<file path="config.mk">
export PLATFORM = sky130hd
export DESIGN_NAME = fft_spectrum_buffer_flat
export DESIGN_NICKNAME = d
export VERILOG_FILES = /design/src/rtl/fft_spectrum_buffer_if.sv /design/src/rtl/fft_spectrum_buffer.sv /design/src/flat_wrapper.sv
export SDC_FILE = /design/constraint.sdc
export NUM_CORES = 2
export LEC_CHECK = 0
export ABC_AREA = 1
export BUFFER_PORTS_ARGS = -buffer_cell sky130_fd_sc_hd__buf_2
export CAP_MARGIN = 0
export CORE_ASPECT_RATIO = 1.75
export CORE_MARGIN = 5
export CORE_UTILIZATION = 45
export DETAILED_ROUTE_END_ITERATION = 10
export SYNTH_ARGS = -nofsm -noshare
export SYNTH_HDL_FRONTEND = slang
export SYNTH_SLANG_ARGS = --single-unit
</file>
<file path="constraint.sdc">
create_clock -name lcd_pclk -period 5.4 [get_ports lcd_pclk]
set_input_delay 0.27 -clock lcd_pclk [delete_from_list [all_inputs] [get_ports lcd_pclk]]
set_output_delay 0.27 -clock lcd_pclk [all_outputs]
set_load 0.005 [all_outputs]
</file>
<file path="src/rtl/fft_spectrum_buffer_if.sv">
// Bus between the FFT magnitude source/LCD painter and the spectrum ping-pong buffer.
// The master drives samples and painter requests; the slave returns bars and status.
interface fft_spectrum_buffer_if #(
    parameter int unsigned IN_W = 24
);
    logic            in_valid;
    logic            in_ready;
    logic [IN_W-1:0] in_data;
    logic            in_last;
    logic            data_req;
    logic            fft_point_done;
    logic [6:0]      fft_point_cnt;
    logic [15:0]     fft_data;
    logic            buf_valid;
    logic            frame_swap;

    modport master (
        output in_valid, in_data, in_last, data_req, fft_point_done,
        input  in_ready, fft_point_cnt, fft_data, buf_valid, frame_swap
    );

    modport slave (
        input  in_valid, in_data, in_last, data_req, fft_point_done,
        output in_ready, fft_point_cnt, fft_data, buf_valid, frame_swap
    );
endinterface

</file>
<file path="src/rtl/fft_spectrum_buffer.sv">
// Ping-pong spectrum frame buffer: captures scaled/clipped FFT magnitudes into one bank while
// the painter reads the other; banks swap only at a display frame boundary.
module fft_spectrum_buffer #(
    parameter int unsigned POINTS  = 64,
    parameter int unsigned IN_W    = 24,
    parameter int unsigned SHIFT   = 8,
    parameter logic [15:0] BAR_MAX = 16'd479
) (
    input logic                    lcd_pclk,
    input logic                    rst,
    fft_spectrum_buffer_if.slave   bus
);
    localparam int unsigned AW      = $clog2(2 * POINTS);
    localparam logic [6:0]  LAST_PT = 7'(POINTS - 1);

    logic            r_wr_bank;
    logic            r_rd_bank;
    logic            r_wr_full;
    logic            r_buf_valid;
    logic            r_frame_swap;
    logic [6:0]      r_wr_idx;
    logic [6:0]      r_cnt;
    logic [7:0]      r_len [2];
    logic [15:0]     r_fft_data;
    logic [15:0]     r_mem [2 * POINTS];

    logic [IN_W-1:0] w_shifted;
    logic [15:0]     w_clip;
    logic            w_accept;
    logic            w_close;
    logic            w_wrap;
    logic            w_swap;
    logic            w_rd_hit;
    logic [AW-1:0]   w_wr_addr;
    logic [AW-1:0]   w_rd_addr;

    assign w_shifted = bus.in_data >> SHIFT;
    assign w_clip    = (w_shifted > IN_W'(BAR_MAX)) ? BAR_MAX : w_shifted[15:0];

    assign bus.in_ready = !r_wr_full && !rst;
    assign w_accept     = bus.in_valid && bus.in_ready;
    assign w_close      = w_accept && ((r_wr_idx == LAST_PT) || bus.in_last);

    // Swap immediately when nothing is shown yet, otherwise only at the end of a painted frame.
    assign w_wrap = bus.fft_point_done && (r_cnt == LAST_PT);
    assign w_swap = r_wr_full && (!r_buf_valid || w_wrap);

    assign w_wr_addr = AW'(r_wr_bank ? POINTS : 0) + AW'(r_wr_idx);
    assign w_rd_addr = AW'(r_rd_bank ? POINTS : 0) + AW'(r_cnt);
    assign w_rd_hit  = r_buf_valid && ({1'b0, r_cnt} < r_len[r_rd_bank]);

    always_ff @(posedge lcd_pclk) begin
        if (w_accept) begin
            r_mem[w_wr_addr] <= w_clip;
        end
    end

    always_ff @(posedge lcd_pclk) begin
        if (rst) begin
            r_wr_bank    <= 1'b0;
            r_rd_bank    <= 1'b1;
            r_wr_full    <= 1'b0;
            r_buf_valid  <= 1'b0;
            r_frame_swap <= 1'b0;
            r_wr_idx     <= 7'd0;
            r_cnt        <= 7'd0;
            r_len[0]     <= 8'd0;
            r_len[1]     <= 8'd0;
            r_fft_data   <= 16'd0;
        end else begin
            r_frame_swap <= w_swap;
            if (w_swap) begin
                r_rd_bank   <= r_wr_bank;
                r_wr_bank   <= ~r_wr_bank;
                r_wr_full   <= 1'b0;
                r_buf_valid <= 1'b1;
            end
            // Close and swap are exclusive: a close needs wr_full=0, a swap needs wr_full=1.
            if (w_close) begin
                r_len[r_wr_bank] <= {1'b0, r_wr_idx} + 8'd1;
                r_wr_idx         <= 7'd0;
                r_wr_full        <= 1'b1;
            end else if (w_accept) begin
                r_wr_idx <= r_wr_idx + 7'd1;
            end
            if (bus.fft_point_done) begin
                r_cnt <= (r_cnt == LAST_PT) ? 7'd0 : r_cnt + 7'd1;
            end
            if (bus.data_req) begin
                r_fft_data <= w_rd_hit ? r_mem[w_rd_addr] : 16'd0;
            end
        end
    end

    assign bus.fft_point_cnt = r_cnt;
    assign bus.fft_data      = r_fft_data;
    assign bus.buf_valid     = r_buf_valid;
    assign bus.frame_swap    = r_frame_swap;
endmodule
</file>
<file path="src/flat_wrapper.sv">
// flat-port wrapper written by rule: the top's interface ports become plain ports
module fft_spectrum_buffer_flat 
#(
    parameter int unsigned POINTS  = 64,
    parameter int unsigned IN_W    = 24,
    parameter int unsigned SHIFT   = 8,
    parameter logic [15:0] BAR_MAX = 16'd479
)
  (lcd_pclk, rst, bus_in_valid, bus_in_data, bus_in_last, bus_data_req, bus_fft_point_done, bus_in_ready, bus_fft_point_cnt, bus_fft_data, bus_buf_valid, bus_frame_swap);
  fft_spectrum_buffer_if #(.IN_W(IN_W)) bus_i ();
  input logic lcd_pclk;
  input logic rst;
  input wire logic [$bits(bus_i.in_valid)-1:0] bus_in_valid;
  input wire logic [$bits(bus_i.in_data)-1:0] bus_in_data;
  input wire logic [$bits(bus_i.in_last)-1:0] bus_in_last;
  input wire logic [$bits(bus_i.data_req)-1:0] bus_data_req;
  input wire logic [$bits(bus_i.fft_point_done)-1:0] bus_fft_point_done;
  output wire logic [$bits(bus_i.in_ready)-1:0] bus_in_ready;
  output wire logic [$bits(bus_i.fft_point_cnt)-1:0] bus_fft_point_cnt;
  output wire logic [$bits(bus_i.fft_data)-1:0] bus_fft_data;
  output wire logic [$bits(bus_i.buf_valid)-1:0] bus_buf_valid;
  output wire logic [$bits(bus_i.frame_swap)-1:0] bus_frame_swap;
  assign bus_i.in_valid = bus_in_valid;
  assign bus_i.in_data = bus_in_data;
  assign bus_i.in_last = bus_in_last;
  assign bus_i.data_req = bus_data_req;
  assign bus_i.fft_point_done = bus_fft_point_done;
  assign bus_in_ready = bus_i.in_ready;
  assign bus_fft_point_cnt = bus_i.fft_point_cnt;
  assign bus_fft_data = bus_i.fft_data;
  assign bus_buf_valid = bus_i.buf_valid;
  assign bus_frame_swap = bus_i.frame_swap;
  fft_spectrum_buffer #(.POINTS(POINTS), .IN_W(IN_W), .SHIFT(SHIFT), .BAR_MAX(BAR_MAX)) u_core (.lcd_pclk(lcd_pclk), .rst(rst), .bus(bus_i));
endmodule
</file>
# Yosys cells after proc, flatten, opt, wreduce, memory -nomap -nowiden
# Memories as Yosys holds them, arrays and structs flattened. A register that Yosys moved wholly into a read port is not among the register bits.
# Index checks and enable logic that the tools add are counted.
# W data, S select, Z words.
[op_classes]
order_cmp = 2
reduce_logical = 14
addsub = 5
n_mux = 19
bitwise = 1
eq_ne = 2
[ops]
columns = ["cell", "n"]
rows = [
  ["$mux W16", 2],
  ["$mux W7", 3],
  ["$gt A16 B9 Y1 const B", 1],
  ["$add A7 B1 Y7 const B", 2],
  ["$add A7 B7 Y7", 2],
  ["$eq A7 B6 Y1 const B", 2],
  ["$mux W1", 13],
  ["$add A7 B1 Y8 const B", 1],
  ["$lt A7 B8 Y1", 1],
  ["$mux W8", 1],
  ["$reduce_or A8 Y1", 1],
  ["$logic_and A1 B1 Y1", 6],
  ["$logic_not A1 Y1", 3],
  ["$logic_or A1 B1 Y1", 2],
  ["$reduce_bool A2 Y1", 1],
  ["$reduce_or A2 Y1", 1],
  ["$not A1 Y1", 1],
]
[word_totals]
wordCells = 53
mem_count = 2
input_bits = 30
register_bits = 35
ram_bits = 2064
[memory_table]
columns = ["memory", "words", "word_bits", "rd", "rd_clocked_by_memory_dff", "write_ports", "line_no", "text"]
rows = [
  ["u_core.r_mem", 128, 16, 1, 0, 1, "fft_spectrum_buffer.sv:25", "logic [15:0] r_mem [2 * POINTS];"],
  ["u_core.r_len", 2, 8, 1, 1, 2, "fft_spectrum_buffer.sv:23", "logic [7:0] r_len [2];"],
]

# Depth between registers and ports, before layout
[depth]
ltp_word = 9
depth_mapped = 15
depth_no_buf = 12

# Worst setup path before layout
# OpenSTA, ideal clock, no wires.
[synth_path]
path_kind = "input to register"
startpoint = "in bus_in_data[23]"
endpoint = "mem u_core.r_mem[0][5], data pin"
setup_slack_ns = 0.678
cell_stages = 3
n_path_buf = 0
t_required_ns = 4.602
arrival_ns = 3.924
setup_ns = 0.798
path_cell_list = "nor4_1 -> o311ai_0 -> nor2_1"
[synth_via]
elab_chain_cells = 2
[synth_lines]
columns = ["item", "line_no", "text"]
rows = [
  ["start: declaration", "flat_wrapper.sv:14", "input wire logic [$bits(bus_i.in_data)-1:0] bus_in_data;"],
  ["$gt A16 B9 Y1", "fft_spectrum_buffer.sv:38", "assign w_clip = (w_shifted > IN_W'(BAR_MAX)) ? BAR_MAX : w_shifted[15:0];"],
  ["$mux W16", "fft_spectrum_buffer.sv:38", ""],
  ["net u_core.w_clip[5]", "fft_spectrum_buffer.sv:28", "logic [15:0] w_clip;"],
  ["end: declaration", "fft_spectrum_buffer.sv:25", ""],
]
# The timed path passes the listed nets, and every way through them passes these cells.

# Worst setup path after layout
[layout_path]
startpoint = "reg u_core.r_cnt[2] (netlist: u_core.bus.fft_point_cnt[2])"
endpoint = "reg u_core.r_fft_data[14] (netlist: u_core.bus.fft_data[14])"
[layout_via]
elab_chain_cells = 3
elab_cells_between_ends = 5
classes_between = "add/sub (1); order compare (1); mux (1); reduce/logical (1); memory (1)"
[layout_lines]
columns = ["item", "line_no", "text"]
rows = [
  ["start: declaration", "fft_spectrum_buffer.sv:22", "logic [6:0] r_cnt;"],
  ["start signal: assignment", "fft_spectrum_buffer.sv:87", "r_cnt <= (r_cnt == LAST_PT) ? 7'd0 : r_cnt + 7'd1;"],
  ["$add A7 B7 Y7 or $lt A7 B8 Y1 (tied branches)", "fft_spectrum_buffer.sv:49, fft_spectrum_buffer.sv:50", ""],
  ["$mem_v2 Z128 W16 or $logic_and A1 B1 Y1 (tied branches)", "-", ""],
  ["$mux W16 (*)", "fft_spectrum_buffer.sv:90", "r_fft_data <= w_rd_hit ? r_mem[w_rd_addr] : 16'd0;"],
  ["end signal: assignment", "fft_spectrum_buffer.sv:90", ""],
  ["end: declaration", "fft_spectrum_buffer.sv:24", "logic [15:0] r_fft_data;"],
]
# Mark *: on every way between the ends. The rest lies on a longest branch, timed or not.
# A chain may end at the register's enable or synchronous reset.

==> impl_metrics.tcl <==
set metrics [dict create \
    synth_common_cells "nand2_1 (2405), edfxtp_1 (2064), nand3_1 (1728), inv_1 (318), nor2_1 (271)" \
    internal-power_mw 25.9 \
    grt.total_usage_pct 22.7 \
    drv_cap 0 \
    die_w_um 341 \
    async_flop_share_pct 0 \
    post-place-ws_ps 1760 \
    grt_max_degree 191 \
    grt-ovfl-total 0 \
    drive_gt1_share_pct 7.09 \
    cp_slowest_cell "dfxtp_4" \
    reg2reg_slack_ps 1620 \
    yosysMostFrequentCell "nand2_1" \
    die_area_um2 201000 \
    slew_violations 0 \
    port_buffers 47 \
    finalSetupTns_ps 0 \
    utilization_pct 51.8 \
    drt_iter0_drc 5088 \
    worstSetupStartpoint "u_core.bus.fft_point_cnt[2]" \
    clk_pin_slew_worst_paths_ps 60 \
    p_per_area_nw_per_um2 336 \
    swShare_pct 21.9 \
    grt_pass1_vias 55600 \
    synth_top_area_share_pct 71.7 \
    critPathMaxStageDelay_ps 900 \
    worstPathMaxFanout 84 \
    setup_violations 0 \
    timing.rr.start "u_core.bus.fft_point_cnt[2]" \
    leakage_nw 38.7 \
    antenna_left 0 \
    crit_path_start_kind "register" \
    first_pass_iters 6 \
    fin_ws_ps 1620 \
    p_switching_mw 7.28 \
    hpwl_mm 135 \
    gp_congestion 0.835 \
    seq_area_frac_synth_pct 72.6 \
    peakVddDrop_mv 0.279 \
    cts_resized 0 \
    fin_crit_ps 3780 \
    place_area_um2 92700 \
    worstHoldPathType "input port to register" \
    relSlewSlack_pct 15.5 \
    antenna_found_initial 4 \
    sequentialPowerShare_pct 53.7 \
    clk_path_buf_depth 4 \
    status "complete, no violations" \
    yosys_register_bits 2100 \
    rsz0062_at_grt "no" \
    ys.flop_type "edfxtp_1" \
    boundaryPins 56 \
    syn_area_um2 86400 \
    worst_pin_slew_ps 1270 \
    grt_pass1_wl_mm 345 \
    cp_top_family "simple AND/OR/NAND/NOR gates" \
    syn_inst 7501 \
    finClkSkew_ps 52.8 \
    final_design_area_no_fill_um2 98800 \
    layout.nets 8428 \
    fp.dieH_um 590 \
    cp.arrival_ps 4530 \
    min_period_over_period_pct 69.9 \
    cts_buffers 190 \
    fmax_ghz 0.265 \
    crit_required_ps 6150 \
    synth_edf_count 2064 \
    crit_buf_inv 2 \
    drc 0 \
    wl_mm 233 \
    routedWlPerCell_um 21.2 \
    yosys_warnings 0 \
    worst_hold_startpoint "bus_data_req" \
    cts.sinks 2100 \
    vias 56700 \
    vias_per_cell 5.15 \
    clock_latency_ps 840 \
    htreeDepth 4 \
    pwr-share-comb_pct 5.7 \
    hold_viol_final 0 \
    path_class "register to register" \
    crit_top_cell "nand3_1" \
    yosysTopAreaCell "edfxtp_1" \
    core-area_um2 191000 \
    cts_root_buf "clkbuf_16" \
    cts_tree "built" \
    cp_cell_sequence "inv_8 -> nor2_4 -> buf_4 -> a21oi_1 -> nand3_1 -> nand3_1 -> nand3_1 -> nand2_1 -> nand2_1 -> nand3_1 -> a21oi_1" \
    end_kind "register" \
    yosys-top-cells-area "edfxtp_1 (72%), nand2_1 (10%), nand3_1 (10%), inv_1 (1.4%), nor2_1 (1.2%)" \
    yosysUniqueCellTypes 34 \
    start_util_pct 45.3 \
    syn2layout_area_growth_pct 14.3 \
    avgSynthCellArea_um2 11.5 \
    std_cell_rows 212 \
    clockPowerShare_pct 40.7 \
]
[worst reg2reg max path, stage by stage, from the launching register on]
cell     delay [ps]
dfxtp_4         900
inv_8           490
nor2_4          630
buf_4           440
a21oi_1         140
nand3_1         190
nand3_1         170
nand3_1         240
nand2_1          90
nand2_1         190
nand3_1         110
a21oi_1         130
[kinds of logic (layout without fill, tap and decap cells)]
logic type                 after synthesis  after routing  synth area share [%]
DFF                                   2100           2100                  72.6
AOI/OAI and AO/OA                      104            104                 0.655
adders and majority gates                8              8                 0.116
muxes                                    6              6                0.0695
other                                    1            897               0.00434
and+or+nand+nor                       4488           4488                  22.2
buffers and inverters                  784            926                  4.24
xor gates and xnor gates                10             10                 0.101
[metrics by stage]
stage | total power [mW] | hold WS (ps) | cells
after floorplan | 19.4 | 408 | 8396
after global placement | 20.0 | 459 | 10700
after detailed placement | 20.0 | 473 | 10700
after CTS | 33.4 | 20.2 | 11000
after global routing | 34.2 | 83.9 | 11000
final | 33.2 | 83.4 | 11000
[flip-flops by register name (all words and copies together) (netlist names), named ones only]
name and count:
u_core.r_wr_idx 7, u_core.bus.buf_valid 1, u_core.r_len 16, u_core.r_wr_bank 1, u_core.r_wr_full 1, u_core.bus.fft_point_cnt 7
u_core.r_mem 2048, u_core.r_rd_bank 1, u_core.bus.frame_swap 1, u_core.bus.fft_data 16
[layout make-up]
class	instances	area, um^2
antenna	1	2.50
clock buffer	235	4990
clock inverter	105	1070
fill	16400	91900
inverter	323	1250
multi-input combinational	5512	23500
sequential	2100	62700
tap	2461	3080
timing repair buffer	263	2230
[power groups by stage]
stage,sequential (mW),clock (mW),combinational (mW)
detailed placement,18.1,0,1.87
finish,17.8,13.5,1.88
floorplan,18.1,0,1.28
global route,17.8,14.4,2.08
global placement,18.1,0,1.86
CTS,17.8,13.7,1.88
[final timing paths]
| kind | end | depth (start not counted) |
|---|---|---|
| setup / recovery | u_core.bus.fft_data[14] | 11 |
| hold / removal | u_core.bus.fft_data[13] | 5 |
| setup reg to reg | u_core.bus.fft_data[14] | 11 |
| hold reg to reg | u_core.bus.fft_data[13] | 2 |
[what timing repair did]
| action | 4_1_cts | 5_1_grt |
|---|---|---|
| hold buffers | 3 | 0 |
| buffers inserted | 0 | 0 |
| endpoints found under the hold margin | 26 | 0 |
[cell usage in the layout (no fill, tap or decap), types with 2 or more instances in the layout]
cell	n
inv_2	2
o21ai_0	36
buf_12	29
nor2_4	2
clkbuf_1	42
inv_1	317
conb_1	896
clkbuf_16	193
buf_4	184
dfxtp_4	4
or2_4	7
o21ai_1	5
nor2_2	4
edfxtp_1	2064
inv_6	5
mux2i_1	6
clkinv_1	45
ha_1	8
inv_8	2
xor2_1	8
dlygate4sd3_1	3
nand4_1	8
clkinv_2	30
bufinv_16	23
or2_2	63
o21a_1	10
nand3_2	2
nor3_1	4
dfxtp_1	31
buf_2	47
nand2_1	2405
nor2_1	266
a21oi_1	49
clkinvlp_4	3
nand3_1	1725
[routing by layer]
layer	GRT usage [%]	vias up	part of all wire [%]
li1	-	26800	-
met1	26.7	27600	37
met2	40.7	1804	51
met3	2.73	505	5.4
met4	12.2	0	6.1
met5	0	-	0
Power figures use the tool's default switching activity.
